File: src/rtl/cpu_run_monitor.sv
// -----------------------------------------------------------------------------
// cpu_run_monitor
//
// Watches a CPU's commit stream (pc_valid / pc / instr) for one program run and
// reports how the run ended. A run starts with the first committed PC. It stops
// when one of these happens:
//   - the CPU commits END_PC;
//   - the CPU commits the same PC STALL_LIMIT times in a row;
//   - TIMEOUT cycles pass in RUN.
// A normal stop spends one cycle in CHECK comparing check_val with expect_val.
// A timeout goes straight to DONE as a failure. DONE holds until reset.
// The most recent TRACE_DEPTH committed PCs are kept in a ring. They can be
// read combinationally, newest first.
//
// Ports
//   clk            system clock, rising edge
//   reset          asynchronous, active-low reset
//   pc_valid       one-cycle strobe: pc/instr committed this cycle
//   pc, instr      committed PC and its instruction word
//   check_val      observed result, sampled during CHECK
//   expect_val     expected result, sampled during CHECK
//   trace_rd_idx   trace read index, 0 = most recent
//   done           run finished (terminal)
//   pass / fail    verdict; mutually exclusive, valid while done=1
//   timed_out      run ended by TIMEOUT
//   cycle_count    cycles spent in RUN (saturating)
//   instr_count    strobes accepted in IDLE->RUN and RUN (saturating)
//   trace_count    number of valid trace entries (saturates at TRACE_DEPTH)
//   trace_rd_pc    PC at trace_rd_idx; 0 if the entry is not valid
//   trace_rd_instr instruction at trace_rd_idx; 0 if the entry is not valid
//
// Build option
//   CPU_RUN_MONITOR_INSTR_TRACE_EN
//     Defined:   the ring stores {pc, instr} and trace_rd_instr is live.
//     Undefined: the ring stores pc only and trace_rd_instr is tied to 0.
// -----------------------------------------------------------------------------
module cpu_run_monitor #(
    parameter int unsigned     PC_W        = 32,
    parameter int unsigned     DATA_W      = 32,
    parameter int unsigned     TRACE_DEPTH = 16,
    parameter int unsigned     STALL_LIMIT = 8,
    parameter int unsigned     TIMEOUT     = 2000,
    parameter logic [PC_W-1:0] END_PC      = '0,
    localparam int unsigned    IDX_W       = $clog2(TRACE_DEPTH)
) (
    input  logic              clk,
    input  logic              reset,
    input  logic              pc_valid,
    input  logic [PC_W-1:0]   pc,
    input  logic [DATA_W-1:0] instr,
    input  logic [DATA_W-1:0] check_val,
    input  logic [DATA_W-1:0] expect_val,
    input  logic [IDX_W-1:0]  trace_rd_idx,
    output logic              done,
    output logic              pass,
    output logic              fail,
    output logic              timed_out,
    output logic [31:0]       cycle_count,
    output logic [31:0]       instr_count,
    output logic [IDX_W:0]    trace_count,
    output logic [PC_W-1:0]   trace_rd_pc,
    output logic [DATA_W-1:0] trace_rd_instr
);

`ifdef CPU_RUN_MONITOR_INSTR_TRACE_EN
    localparam int unsigned ENTRY_W = PC_W + DATA_W;
`else
    localparam int unsigned ENTRY_W = PC_W;
`endif

    localparam logic [31:0]    TIMEOUT_LAST = 32'(TIMEOUT - 1);
    localparam logic [31:0]    STALL_LAST   = 32'(STALL_LIMIT - 1);
    localparam logic [IDX_W:0] TRACE_FULL   = (IDX_W + 1)'(TRACE_DEPTH);

    typedef enum logic [1:0] {
        ST_IDLE  = 2'd0,
        ST_RUN   = 2'd1,
        ST_CHECK = 2'd2,
        ST_DONE  = 2'd3
    } state_t;

    // 32-bit increment that sticks at all-ones instead of wrapping.
    function automatic logic [31:0] sat_inc(input logic [31:0] v);
        logic [31:0] r;
        if (v == 32'hFFFF_FFFF) begin
            r = v;
        end else begin
            r = v + 32'd1;
        end
        return r;
    endfunction

    state_t             state_q, state_d;
    logic [31:0]        cycle_count_q, cycle_count_d;
    logic [31:0]        instr_count_q, instr_count_d;
    logic [31:0]        stall_q, stall_d;
    logic [PC_W-1:0]    prev_pc_q, prev_pc_d;
    logic [IDX_W-1:0]   wr_ptr_q, wr_ptr_d;
    logic [IDX_W:0]     trace_count_q, trace_count_d;
    logic               done_q, done_d;
    logic               pass_q, pass_d;
    logic               fail_q, fail_d;
    logic               timed_out_q, timed_out_d;

    logic               accept_s;
    logic               halt_s;
    logic               timeout_s;
    logic [31:0]        stall_next_s;
    logic [ENTRY_W-1:0] ring_wdata_s;
    logic [IDX_W-1:0]   rd_addr_s;
    logic [ENTRY_W-1:0] rd_entry_s;
    logic               rd_visible_s;

    logic [ENTRY_W-1:0] ring_q [TRACE_DEPTH];

`ifdef CPU_RUN_MONITOR_INSTR_TRACE_EN
    assign ring_wdata_s = {pc, instr};
`else
    logic unused_instr_s;
    assign ring_wdata_s   = pc;
    assign unused_instr_s = ^instr;
`endif

    // Next-state logic: FSM transitions, counters and trace bookkeeping.
    always_comb begin
        state_d       = state_q;
        cycle_count_d = cycle_count_q;
        instr_count_d = instr_count_q;
        stall_d       = stall_q;
        prev_pc_d     = prev_pc_q;
        wr_ptr_d      = wr_ptr_q;
        trace_count_d = trace_count_q;
        done_d        = done_q;
        pass_d        = pass_q;
        fail_d        = fail_q;
        timed_out_d   = timed_out_q;
        accept_s      = 1'b0;
        halt_s        = 1'b0;
        timeout_s     = 1'b0;
        stall_next_s  = stall_q;

        case (state_q)
            ST_IDLE: begin
                // The opening strobe is a real instruction: count it and
                // trace it. END_PC and stall detection only apply from RUN on.
                if (pc_valid) begin
                    accept_s = 1'b1;
                    stall_d  = 32'd0;
                    state_d  = ST_RUN;
                end else begin
                    state_d  = ST_IDLE;
                end
            end
            ST_RUN: begin
                cycle_count_d = sat_inc(cycle_count_q);
                if (pc_valid) begin
                    accept_s = 1'b1;
                    // Counts repeats of the previous accepted PC. Cycles with
                    // no strobe leave the count unchanged.
                    if (pc == prev_pc_q) begin
                        stall_next_s = stall_q + 32'd1;
                    end else begin
                        stall_next_s = 32'd0;
                    end
                    stall_d = stall_next_s;
                    halt_s  = (pc == END_PC) || (stall_next_s == STALL_LAST);
                end else begin
                    halt_s  = 1'b0;
                end
                timeout_s = (cycle_count_q == TIMEOUT_LAST);
                // When halt and timeout land together, the halt wins.
                if (halt_s) begin
                    state_d = ST_CHECK;
                end else if (timeout_s) begin
                    state_d     = ST_DONE;
                    done_d      = 1'b1;
                    fail_d      = 1'b1;
                    timed_out_d = 1'b1;
                end else begin
                    state_d = ST_RUN;
                end
            end
            ST_CHECK: begin
                state_d = ST_DONE;
                done_d  = 1'b1;
                if (check_val == expect_val) begin
                    pass_d = 1'b1;
                end else begin
                    fail_d = 1'b1;
                end
            end
            ST_DONE: begin
                state_d = ST_DONE;
            end
            default: begin
                state_d = ST_IDLE;
            end
        endcase

        if (accept_s) begin
            instr_count_d = sat_inc(instr_count_q);
            prev_pc_d     = pc;
            wr_ptr_d      = wr_ptr_q + IDX_W'(1);
            if (trace_count_q != TRACE_FULL) begin
                trace_count_d = trace_count_q + (IDX_W + 1)'(1);
            end else begin
                trace_count_d = trace_count_q;
            end
        end else begin
            wr_ptr_d = wr_ptr_q;
        end
    end

    // Control and status registers with asynchronous clear.
    always_ff @(posedge clk or negedge reset) begin
        if (!reset) begin
            state_q       <= ST_IDLE;
            cycle_count_q <= 32'd0;
            instr_count_q <= 32'd0;
            stall_q       <= 32'd0;
            prev_pc_q     <= '0;
            wr_ptr_q      <= '0;
            trace_count_q <= '0;
            done_q        <= 1'b0;
            pass_q        <= 1'b0;
            fail_q        <= 1'b0;
            timed_out_q   <= 1'b0;
        end else begin
            state_q       <= state_d;
            cycle_count_q <= cycle_count_d;
            instr_count_q <= instr_count_d;
            stall_q       <= stall_d;
            prev_pc_q     <= prev_pc_d;
            wr_ptr_q      <= wr_ptr_d;
            trace_count_q <= trace_count_d;
            done_q        <= done_d;
            pass_q        <= pass_d;
            fail_q        <= fail_d;
            timed_out_q   <= timed_out_d;
        end
    end

    // Trace ring storage. It is not cleared on reset because trace_count
    // controls which entries are visible.
    always_ff @(posedge clk) begin
        if (accept_s) begin
            ring_q[wr_ptr_q] <= ring_wdata_s;
        end
    end

    // Combinational trace read. Index 0 is the entry just before the write
    // pointer. Entries that are not valid read as 0.
    always_comb begin
        rd_addr_s      = wr_ptr_q - IDX_W'(1) - trace_rd_idx;
        rd_entry_s     = ring_q[rd_addr_s];
        rd_visible_s   = ({1'b0, trace_rd_idx} < trace_count_q);
        trace_rd_pc    = '0;
        trace_rd_instr = '0;
        if (rd_visible_s) begin
`ifdef CPU_RUN_MONITOR_INSTR_TRACE_EN
            trace_rd_pc    = rd_entry_s[ENTRY_W-1 -: PC_W];
            trace_rd_instr = rd_entry_s[DATA_W-1:0];
`else
            trace_rd_pc    = rd_entry_s[PC_W-1:0];
            trace_rd_instr = '0;
`endif
        end else begin
            trace_rd_pc    = '0;
            trace_rd_instr = '0;
        end
    end

    assign done        = done_q;
    assign pass        = pass_q;
    assign fail        = fail_q;
    assign timed_out   = timed_out_q;
    assign cycle_count = cycle_count_q;
    assign instr_count = instr_count_q;
    assign trace_count = trace_count_q;

endmodule

File: config.mk
export PLATFORM = sky130hd
export DESIGN_NAME = cpu_run_monitor
export DESIGN_NICKNAME = d
export VERILOG_FILES = /design/src/rtl/cpu_run_monitor.sv
export SDC_FILE = /design/constraint.sdc
export NUM_CORES = 1
export LEC_CHECK = 0
export ABC_AREA = 1
export BUFFER_PORTS_ARGS = -buffer_cell sky130_fd_sc_hd__clkbuf_2
export CORE_MARGIN = 4
export CORE_UTILIZATION = 55
export DETAILED_ROUTE_END_ITERATION = 7
export GPL_ROUTABILITY_DRIVEN = 0
export GPL_TIMING_DRIVEN = 0
export HOLD_SLACK_MARGIN = 0.08
export PLACE_DENSITY_LB_ADDON = 0.25
export SETUP_SLACK_MARGIN = 0.5
export SKIP_LAST_GASP = 1
export SLEW_MARGIN = 20
export SYNTH_ARGS = -nofsm -noshare
export SYNTH_HDL_FRONTEND = slang
export SYNTH_SLANG_ARGS = --single-unit
File: constraint.sdc
create_clock -name clk -period 4.6 [get_ports clk]
set_input_delay 0.92 -clock clk [delete_from_list [all_inputs] [get_ports clk]]
set_output_delay 0.92 -clock clk [all_outputs]
set_load 0.02 [all_outputs]
Yosys cells after proc, flatten, opt, wreduce, memory -nomap -nowiden
Memories as Yosys holds them, arrays and structs flattened.
Index checks and enable logic that the tools add are counted.
Widths: inputs -> output; s select.
Storage, ports and cells
  bits in registers: 143
  bits in writable memories: 512
  input bits: 135
  output and inout port bits: 137
  word-level logic and storage cells: 75
  memories kept: 1
Memory list
  ring_q: words 16, bits a word 32, read ports 1, clocked after Yosys merged registers in 0, wr ports 1, line 114  | logic [ENTRY_W-1:0] ring_q [TRACE_DEPTH];
Operators by class
  add/subtract/negate cells: 7
  $lt $le $gt $ge: 1
  eq/ne operators: 15
  mux-type cells: 22
  bitwise logic cells: 3
  reductions and logical operators: 15
Operators by type and width (number)
  $mux 32: 6
  $add 32x1->32 const B: 3
  $eq 32x32->1: 2
  $eq 32x32->1 const B: 2
  $pmux 32 s2: 1
  $eq 32x11->1 const B: 1
  $eq 32x3->1 const B: 1
  $logic_not 32->1: 1
  $mux 1: 10
  $ne 2x2->1 const B: 5
  $reduce_and 3->1: 3
  $reduce_and 2->1: 4
  $pmux 2 s3: 1
  $add 5x1->5 const B: 1
  $lt 4x5->1: 1
  $ne 5x5->1 const B: 1
  $add 4x1->4 const B: 1
  $eq 2x2->1 const B: 2
  $mux 2: 2
  $pmux 1 s2: 2
  $reduce_and 4->1: 1
  $reduce_bool 2->1: 2
  $reduce_or 2->1: 2
  $sub 4x1->4 const B: 1
  other kinds (5): 7

Longest topological paths before layout
  word-level depth: 10
  mapped depth: 20
  mapped depth without buffers: 19

Worst setup path after synthesis
No wires, ideal clock.
  kind: input to output
  start point: in trace_rd_idx[0]
  end point: out trace_rd_pc[30]
  arrival: 2.958 ns
  slack: 0.722 ns
  stages on the path: 10
  buffers on the path: 2
  cell sequence: inv_1 -> ha_1 -> fa_1 -> inv_1 -> clkbuf_1 -> buf_1 -> a21oi_1 -> a221oi_1 -> o21ai_1 -> a21oi_1
Between the ends
  cells in the longest elaborated chain, start to end: 3
  elaborated cells between the ends (all ways): 4
RTL lines
  from (decl): line 53  | input logic [IDX_W-1:0] trace_rd_idx,
  $sub 4x4->4: line 254  | rd_addr_s = wr_ptr_q - IDX_W'(1) - trace_rd_idx;
  $mem_v2 16x32
  $mux 32 *: line 259  | if (rd_visible_s) begin
  to (decl): line 61  | output logic [PC_W-1:0] trace_rd_pc,
Mark *: on every way between the ends. The rest lies on a longest branch, timed or not.

Worst setup path after layout
  start point: in trace_rd_idx[0]
  end point: out trace_rd_pc[29]
Same word-level chain as after synthesis.

==> summary.txt <==
GRT
  – Largest net degree at the start of global routing: 87
  – Vias in the first global route: 22,900
  – First-pass GRT wire length: 128,000 microns
  – Antenna violations before repair: 3
  – All-Layer GR Usage: 29.0%
  – Total gr overflow: 0

Power
  – Worst VDD drop: about 0.00037 V
  – Leakage: approximately 0.014 uW
  – Pwr dens: approximately 700 nW/um^2

Setup path
  – Crit-path cells: clkbuf_2, inv_2, ha_4, fa_2, buf_12, clkinvlp_4, buf_12, clkbuf_16, clkbuf_16, o21ai_4, nor2_2, o21ai_1, nand2_1, nand2_1, nor2_1, buf_4
  – Critical Path Fanout Max: 5
  – Top delay family on crit path: buffers and inverters
  – WP buf/inv: 8
  – Critical path arrival: 3420 ps
  – Largest stage delay on the critical path: 560 ps
  – CP max stage cell: fa_2
  – CP endpoint kind: output port
  – Worst setup SP type: input port
  – Crit Path Category: in2out
  – Required @ worst endpoint: 3680 ps

Floorplanning
  – Die span in x: ~240 microns
  – Die area: 57,400 sq um
  – Initial Utilization: between 50 and 60%
  – Core area: 52,900 sq um
  – Num ports: approximately 270
  – FP Rows: 84
  – Die Ht: around 240 microns

Synth
  – Synth Area in Simple Gates: 16.5%
  – Main combinational cell family by area after synthesis: simple AND/OR/NAND/NOR gates
  – Top-area cell type share of the netlist area: between 50% and 60%
  – Avg Cell Area, Syn: around 10 sq um
  – Synth area leaders: edfxtp_1 (52%), dfrtp_1 (12%), o21ai_0 (7.1%)
  – Post-synth top area cell: edfxtp_1
  – Synthesis Warnings: 0
  – Synth Area in Adders: 0.874%
  – Post-synthesis mux area share: 0%
  – Post-synthesis compound-gate area fraction: 10.1%
  – Sequential share of the synthesized area: 64.3%
  – Synth Area in XOR/XNOR: 3.33%
  – Netlist cell types: 42
  – Gate Count Post-Synth: 2,872
  – Mapped Area: 29,500 sq um
  – Yosys reg bits: 655

Routing
  – Vias per cell: 5.84
  – TritonRoute pass-1 iters: 6
  – Initial DRC Count: approximately 2,400
  – Via count: about 23,000
  – Routed wire length: around 86,000 microns
  – WL per Instance: 21.7 microns
  – Routed Antenna Nets: 0
  – DRC: 0

Layout
  – Share of cells above drive strength 1: 19.4%
  – Area grow syn2layout: 21.4%
  – Nets@finish: 3,378

Clock network
  – Inserted Clock Buffers: 70
  – Clk slew on worst S/H paths: 50 ps
  – Deepest clock path buffer count: 3
  – Worst-skew pair later-pin latency: around 600 ps
  – CTS H-tree depth: 3
  – CTS sink cnt: 655
  – Hold_buf cts: 0
  – CTS tree: done
  – Clock root buffer master: clkbuf_16

Timing
  – Least-Margin Pin Slew: 818 ps
  – Unrepaired setup endpoints after global routing: yes
  – F_max: 0.230 GHz
  – # setup viols final: 0
  – Hold_ws: approximately 280 ps
  – Post-route setup TNS: 0 ps
  – Fin crit share: between 90% and 100%
  – Clk_skew: 23.8 ps
  – Endpoints failing hold: 0
  – Slew Limit Fails: 0
  – Slew headroom: 45.4%
  – Crit path time final: 4340 ps

Hold path
  – Hold Path Class: in2async

Placement
  – Buffers on Ports: just over 200
  – Detailed placement HPWL: 57,800 microns

Job
  – Max-cap violations: 0

Run status
  – Status: finished, final reports clean
==> cells in the mapped netlist <==
cell type	number
o21bai_1	2
xor2_1	79
o21ai_0	419
clkinv_1	3
buf_4	34
nand4_2	2
xnor2_1	33
o211ai_1	1
dfrtp_1	143
a32o_1	3
nor3_2	3
nor2_4	3
nor3_1	30
a221oi_1	4
nand3_2	2
conb_1	1
a31oi_1	2
nand3_1	65
a21boi_0	1
inv_2	9
nand2_1	527
fa_1	1
or3b_2	1
o221ai_1	62
ha_1	19
inv_1	185
or2_2	9
nand4_1	29
nor2_2	9
nand2_2	4
a21oi_2	1
and2_1	2
buf_6	1
nor2_1	494
a21oi_1	16
nor4_1	19
buf_1	4
clkbuf_1	116
buf_2	1
o21ai_1	2
edfxtp_1	512
o22ai_1	19
==> flip-flops by register name, summed over array words and instances (netlist names) <==
register and flops:
done 1, cycle_count 32, instr_count 32, fail 1
wr_ptr_q 4, ring_q 512, pass 1, timed_out 1
trace_count 5, prev_pc_q 32, state_q 2, stall_q 32
==> routing by layer <==
layer	wire length [microns]	track usage, %	up-vias
li1	-	-	10500
met1	32000	36.9	11200
met2	43000	49.6	1234
met3	7490	5.25	245
met4	3510	11.6	2
met5	12	0	-
==> cell families (layout without fill, tap and decap cells) <==
| group | count (synthesis) | after routing |
|---|---|---|
| AND/OR/NAND/NOR | 1199 | 1199 |
| flip-flops | 655 | 655 |
| AO/OA/AOI/OAI | 532 | 532 |
| buffers and inverters | 353 | 728 |
| XOR/XNOR | 112 | 112 |
| adder cells (fa/ha/maj) | 20 | 20 |
| other | 1 | 34 |
==> cell type report <==
type	instances	area, sq um
Sequential cell	655	19000
Antenna cell	2	5.00
Tap cell	688	861
Inverter	197	743
Buffer	156	1200
Clock buffer	99	2010
Clock inverter	28	218
Timing Repair Buffer	248	1970
Multi-Input combinational cell	1895	9830
Fill cell	3858	17100
==> power breakdown <==
part | switching, uW | internal (uW)
logic | 7920 | 4360
clock network | 2300 | 3180
registers | 333 | 7020
total | 10600 | 14600
==> placed cells by master (no fill, tap or decap), types with 9 or more instances in the layout <==
master and instances:
nor2_1 468, or2_2 9, o21ai_4 10, nor3_1 30
nand2_2 9, clkbuf_4 13, o21ai_1 65, o22ai_1 19
nand4_1 29, clkbuf_8 18, clkbuf_2 230, buf_16 14
ha_1 18, buf_12 10, clkinv_1 13, nor2_4 21
conb_1 32, dfrtp_1 143, buf_6 13, clkbuf_16 88
inv_1 183, o221ai_1 37, o21ai_2 38, nor4_1 19
o221ai_2 25, nand3_1 65, a21oi_1 14, xnor2_1 32
xor2_1 78, clkinv_2 10, clkbuf_1 40, edfxtp_1 512
nor2_2 17, nand2_1 522, inv_2 10, o21ai_0 308
buf_4 67
==> final timing paths <==
kind,start,end,slack [ps],cells after the start
min,reset,instr_count[9],280,1
max in group asynchronous,reset,stall_q[26],3510,2
max reg2reg,state_q[1],ring_q[4][13],1200,9
min in group clk,done,done,470,2
min reg2reg,done,done,470,2
max,trace_rd_idx[0],trace_rd_pc[29],260,16
==> what timing repair did <==
item,in CTS,in global routing
gates resized for setup,285,209
pin swaps,38,71
setup buffers,6,7
endpoints found under the setup margin,32,32
cloned,6,4
==> through the flow <==
step                worst slack (ps)  cells  power [uW]  area [sq um]  util, %
finish                           257   3968       25100         35800     67.7
global route                     209   3967       26200         35800     67.7
CTS                              364   3955       23800         35200     66.6
detailed placement              -597   3816       16800         32100     60.7
global placement                -693   3798       16400         31500     59.6
floorplan                        722   2903       13100         29600        -
Note: power is estimated with default switching activity, not from simulation.
